File: config.mk
export PLATFORM = sky130hd
export DESIGN_NAME = xup_tri_bus_arbiter
export DESIGN_NICKNAME = d
export VERILOG_FILES = /design/src/rtl/xup_tri_bus_pkg.sv /design/src/rtl/xup_rr_pick.sv /design/src/rtl/xup_tri_bus_arbiter.sv
export SDC_FILE = /design/constraint.sdc
export NUM_CORES = 1
export LEC_CHECK = 0
export BUFFER_PORTS_ARGS = -buffer_cell sky130_fd_sc_hd__buf_2
export CORE_AREA = 2 2 58 60
export DETAILED_ROUTE_END_ITERATION = 12
export DIE_AREA = 0 0 60 62
export SLEW_MARGIN = 20
export SYNTH_ARGS = -nofsm -noshare
export SYNTH_HDL_FRONTEND = slang
export SYNTH_SLANG_ARGS = --single-unit
File: constraint.sdc
create_clock -name clk -period 2.1 [get_ports clk]
set_input_delay 0.315 -clock clk [delete_from_list [all_inputs] [get_ports clk]]
set_output_delay 0.315 -clock clk [all_outputs]
set_load 0.02 [all_outputs]
File: src/rtl/xup_tri_bus_pkg.sv
// Shared state encodings and a constant clog2 helper for the tri-state bus arbiter.
package xup_tri_bus_pkg;

    localparam logic [1:0] IDLE  = 2'd0;
    localparam logic [1:0] GRANT = 2'd1;
    localparam logic [1:0] TURN  = 2'd2;

    function automatic int unsigned clog2(input int unsigned value);
        int unsigned result;
        int unsigned v;
        result = 0;
        v      = (value > 0) ? value - 1 : 0;
        while (v > 0) begin
            result++;
            v = v >> 1;
        end
        return result;
    endfunction

endpackage

File: src/rtl/xup_rr_pick.sv
// Combinational round-robin picker: first set request strictly after last_owner, with wrap.
module xup_rr_pick
    import xup_tri_bus_pkg::*;
#(
    parameter int unsigned NUM_REQ = 4,
    parameter int unsigned IDW     = clog2(NUM_REQ)
) (
    input  logic [NUM_REQ-1:0] req,
    input  logic [IDW-1:0]     last_owner,
    output logic               any,
    output logic [IDW-1:0]     pick_idx,
    output logic [NUM_REQ-1:0] pick_onehot
);

    // last_owner itself is visited last, so it only wins when nobody else asks.
    always_comb begin
        any         = 1'b0;
        pick_idx    = '0;
        pick_onehot = '0;
        for (int unsigned k = 1; k <= NUM_REQ; k++) begin
            if (!any && req[IDW'((32'(last_owner) + k) % NUM_REQ)]) begin
                any         = 1'b1;
                pick_idx    = IDW'((32'(last_owner) + k) % NUM_REQ);
                pick_onehot[IDW'((32'(last_owner) + k) % NUM_REQ)] = 1'b1;
            end
        end
    end

endmodule

File: src/rtl/xup_tri_bus_arbiter.sv
// Round-robin owner of a shared tri-state bus with hold timeout and a turnaround gap
// between owners, so two driver enables never overlap.
module xup_tri_bus_arbiter
    import xup_tri_bus_pkg::*;
#(
    parameter int unsigned  NUM_REQ     = 4,
    parameter int unsigned  MAX_HOLD    = 16,
    parameter int unsigned  TURN_CYCLES = 1,
    localparam int unsigned IDW         = clog2(NUM_REQ)
) (
    input  logic               clk,
    input  logic               reset,
    input  logic [NUM_REQ-1:0] req,
    output logic [NUM_REQ-1:0] grant,
    output logic [IDW-1:0]     owner,
    output logic               busy,
    output logic               timeout
);

    localparam int unsigned HW = clog2(MAX_HOLD);
    localparam int unsigned TW = clog2(TURN_CYCLES + 1);

    logic [1:0]         state_q,      state_d;
    logic [NUM_REQ-1:0] grant_q,      grant_d;
    logic [IDW-1:0]     owner_q,      owner_d;
    logic               busy_q,       busy_d;
    logic               timeout_q,    timeout_d;
    logic [HW-1:0]      hold_cnt_q,   hold_cnt_d;
    logic [TW-1:0]      turn_cnt_q,   turn_cnt_d;
    logic [IDW-1:0]     last_owner_q, last_owner_d;

    logic               pick_any;
    logic [IDW-1:0]     pick_idx;
    logic [NUM_REQ-1:0] pick_onehot;

    xup_rr_pick #(
        .NUM_REQ (NUM_REQ),
        .IDW     (IDW)
    ) u_pick (
        .req         (req),
        .last_owner  (last_owner_q),
        .any         (pick_any),
        .pick_idx    (pick_idx),
        .pick_onehot (pick_onehot)
    );

    // Next-state and registered-output logic.
    always_comb begin
        state_d      = state_q;
        grant_d      = grant_q;
        owner_d      = owner_q;
        busy_d       = busy_q;
        timeout_d    = 1'b0;
        hold_cnt_d   = hold_cnt_q;
        turn_cnt_d   = turn_cnt_q;
        last_owner_d = last_owner_q;

        case (state_q)
            IDLE: begin
                if (pick_any) begin
                    state_d    = GRANT;
                    grant_d    = pick_onehot;
                    owner_d    = pick_idx;
                    busy_d     = 1'b1;
                    hold_cnt_d = '0;
                end
            end
            GRANT: begin
                // A release on the timeout edge wins, so timeout only fires while req is held.
                if (!req[owner_q] || (hold_cnt_q == HW'(MAX_HOLD - 1))) begin
                    state_d      = TURN;
                    grant_d      = '0;
                    owner_d      = '0;
                    busy_d       = 1'b0;
                    timeout_d    = req[owner_q];
                    last_owner_d = owner_q;
                    turn_cnt_d   = '0;
                end else begin
                    hold_cnt_d = hold_cnt_q + HW'(1);
                end
            end
            TURN: begin
                if (turn_cnt_q == TW'(TURN_CYCLES - 1)) begin
                    if (pick_any) begin
                        state_d    = GRANT;
                        grant_d    = pick_onehot;
                        owner_d    = pick_idx;
                        busy_d     = 1'b1;
                        hold_cnt_d = '0;
                    end else begin
                        state_d = IDLE;
                    end
                end else begin
                    turn_cnt_d = turn_cnt_q + TW'(1);
                end
            end
            default: begin
                state_d = IDLE;
                grant_d = '0;
                owner_d = '0;
                busy_d  = 1'b0;
            end
        endcase
    end

    always_ff @(posedge clk) begin
        if (reset) begin
            state_q      <= IDLE;
            grant_q      <= '0;
            owner_q      <= '0;
            busy_q       <= 1'b0;
            timeout_q    <= 1'b0;
            hold_cnt_q   <= '0;
            turn_cnt_q   <= '0;
            last_owner_q <= IDW'(NUM_REQ - 1);
        end else begin
            state_q      <= state_d;
            grant_q      <= grant_d;
            owner_q      <= owner_d;
            busy_q       <= busy_d;
            timeout_q    <= timeout_d;
            hold_cnt_q   <= hold_cnt_d;
            turn_cnt_q   <= turn_cnt_d;
            last_owner_q <= last_owner_d;
        end
    end

    assign grant   = grant_q;
    assign owner   = owner_q;
    assign busy    = busy_q;
    assign timeout = timeout_q;

endmodule

==> results.json <==
{
  "status": "finished clean",
  "route.detailed.drc": 0,
  "setup_tns_ps": 0,
  "cts_setup_buffers": 0,
  "yosys.cell_types.count": 43,
  "synth.most_common_cell": "dfxtp_1",
  "via_count": 975,
  "globalplace.congestion": 0.8172,
  "cts_resized": 0,
  "pwr_density_cell_nw_per_um2": 660.1,
  "drt_iter0_drc": 27,
  "yosysTopAreaCellShare": 0.2715,
  "die_h_um": 62,
  "cts_made_buffers": 3,
  "dp_cells": 185,
  "critical_path_required_ps": 2280,
  "cts_hold_buf": 0,
  "grt_max_degree": 16,
  "synthArstFlopShare": 0,
  "first_pass_iters": 4,
  "final_core_utilization": 0.4089,
  "yosysTopAreaCell": "dfxtp_1",
  "synth_warnings": 0,
  "skew_ps": 8.420,
  "clk_latency_ps": 290,
  "arrival_ps": 2080,
  "holdPathEnd": "hold_cnt_q[1]$_SDFFE_PP0P_",
  "fin_area_um2": 1300,
  "cts_sinks": 16,
  "rr_startpoint": "last_owner_q[0]$_SDFFE_PP1P_",
  "hold_violations": 0,
  "row_count": 21,
  "ir_drop_v": 0.0001804,
  "max_stage_delay_ps": 380,
  "pin_count": 14,
  "cp_top_family": "compound AO/OA/AOI/OAI gates",
  "end_kind": "flip-flop",
  "reg2reg_slack_ps": 190,
  "critPathKind": "reg2reg",
  "syn_to_final_growth_pct": 10.18,
  "htree_levels": 1,
  "rsz0062_at_grt": "false",
  "wl_mm": 2.374,
  "core_um2": 3179,
  "antenna_cells": 0,
  "grt_pass1_vias": 820,
  "grt_usage": 0.1370,
  "worst_path_max_delay_cell": "ha_1",
  "ant_nets": 0,
  "critical_path.max_fanout": 4,
  "cts_max_path_buffers": 2,
  "max_slew_margin": 0.7190,
  "r2r-end": "grant[0]$_SDFFE_PP0P_",
  "whs_path_depth": 2,
  "synth_top_flop_cell": "dfxtp_1",
  "synth.avg_cell_area_um2": 9.290,
  "dieArea_um2": 3720,
  "synth-seq-area-share": 0.2715,
  "clk_pin_slew_ps": 100,
  "via_per_inst": 5.186,
  "final_cells": 188,
  "die_w_um": 60,
  "synth-seq-cells": 16,
  "portBuffers": 13,
  "antenna_found_initial": 0,
  "synth_commonest_cells": "dfxtp_1, nor2_1, a21oi_1, ha_1",
  "dp_hpwl_mm": 1.844,
  "grt_pass1_wl_mm": 3.774,
  "hp-start": "reset",
  "cts_tree": "built",
  "worst-r2r-cell-count": 7,
  "synthTopCellsByArea": "dfxtp_1, ha_1, a21oi_1",
  "wl_per_cell_um": 12.63,
  "setup_viol_count_final": 0,
  "p_leak_nw": 0.5486,
  "syn_inst": 127,
  "hp-class": "in2reg",
  "tightest_slew_ps": 418.1,
  "crit_chain": "inv_1 > ha_1 > mux2i_1 > nor2_1 > o211ai_1 > a311oi_1 > a221o_1",
  "finalMaxSlewViolations": 0,
  "cts_root_buf": "clkbuf_4",
  "start_util": 0.3711,
  "final_nets": 159,
  "min_period_ps": 1908,
  "clock.fmax_ghz": 0.5241,
  "syn_area_um2": 1180,
  "cp-start-kind": "flip-flop",
  "drv_cap": 0,
  "syn_nets": 142,
  "path_buf_inv": 1,
  "grt_overflow": 0,
  "synth_edf_count": 0,
  "post_dp_cell_area_um2": 1277,
  "layout-drive-gt1-share": 0.2324,
  "post-route-period-util": 0.9086
}
==> cell families (layout without fill, tap and decap cells) <==
kind of cell / Yosys count / after routing / synth area share
compound gates: 35 / 35 / 0.2238
flops: 16 / 16 / 0.2715
xor+xnor: 2 / 2 / 0.01485
simple gates: 49 / 49 / 0.2344
mux: 8 / 8 / 0.1007
fa+ha+maj: 9 / 9 / 0.09544
buf+inv: 8 / 23 / 0.05938
==> layer usage <==
layer | global-route usage | vias up | wire, um
met2 | 0.2252 | 14 | 1106
met5 | 0 | - | 0
met1 | 0.1774 | 449 | 1172
met3 | 0.01242 | 5 | 41
li1 | - | 507 | -
met4 | 0.07619 | 0 | 52
==> power breakdown <==
group	total, W	internal (W)	switching (W)
clock	0.000163	0.0000666	0.0000963
sequential	0.000357	0.000334	0.0000222
combinational	0.000339	0.000144	0.000194
total	0.000858	0.000546	0.000313
==> cells in the final DEF, fill, tap and decap left out, drive strengths merged, types with 2 or more instances in the layout <==
cell    instances
a21oi          11
buf            18
and2            2
inv             2
a31oi           2
nor2           12
mux4            2
nand3           8
a221o           4
and3            2
a311oi          4
nor3            2
nand3b          3
xnor2           2
a211o           4
ha              9
nand2           7
and2b           5
o211ai          4
mux2i           4
mux2            2
dfxtp          16
clkbuf          3
==> layout make-up <==
cell class / instances / area (um^2)
tap: 46 / 57.56
inverter: 2 / 7.507
multi-input combinational: 103 / 789.5
fill: 309 / 1879
sequential: 16 / 320.3
clock buffer: 3 / 22.52
timing repair buffer: 18 / 102.6
==> worst reg2reg max path, stage by stage, from the launching register on <==
cell and delay [ps]:
dfxtp_1 340, inv_1 60, ha_1 380, mux2i_1 290
nor2_1 120, o211ai_1 210, a311oi_1 130, a221o_1 260
==> state kept, by name, summed over array words and instances (netlist names) <==
register      flops
hold_cnt_q        4
state_q           2
owner             2
timeout           1
busy              1
last_owner_q      2
grant             4
==> per-stage QoR <==
| step | hold WS, ps | setup slack (ps) | power, W |
|---|---|---|---|
| 2_1_floorplan | 465.1 | 31.38 | 0.0006266 |
| 5_1_grt | 335.4 | 11.57 | 0.0009123 |
| 6_report | 326.0 | 191.8 | 0.0008581 |
| 3_3_place_gp | 473.2 | 249.7 | 0.0006960 |
| 4_1_cts | 323.1 | 177.6 | 0.0008599 |
| 3_5_place_dp | 474.5 | 194.8 | 0.0007019 |
==> worst max path at each step <==
stage                            startpoint                     to  slack, ps  depth (start not counted)
5_1_grt        last_owner_q[0]$_SDFFE_PP1P_  grant[2]$_SDFFE_PP0P_         10                          7
2_1_floorplan  last_owner_q[0]$_SDFFE_PP1P_  grant[0]$_SDFFE_PP0P_         30                          7
3_5_place_dp   last_owner_q[0]$_SDFFE_PP1P_  grant[0]$_SDFFE_PP0P_        190                          7
4_1_cts        last_owner_q[0]$_SDFFE_PP1P_  grant[0]$_SDFFE_PP0P_        180                          7
6_report       last_owner_q[0]$_SDFFE_PP1P_  grant[0]$_SDFFE_PP0P_        190                          7
3_3_place_gp   last_owner_q[0]$_SDFFE_PP1P_  grant[0]$_SDFFE_PP0P_        250                          6
(Power assumes the default switching activity.)
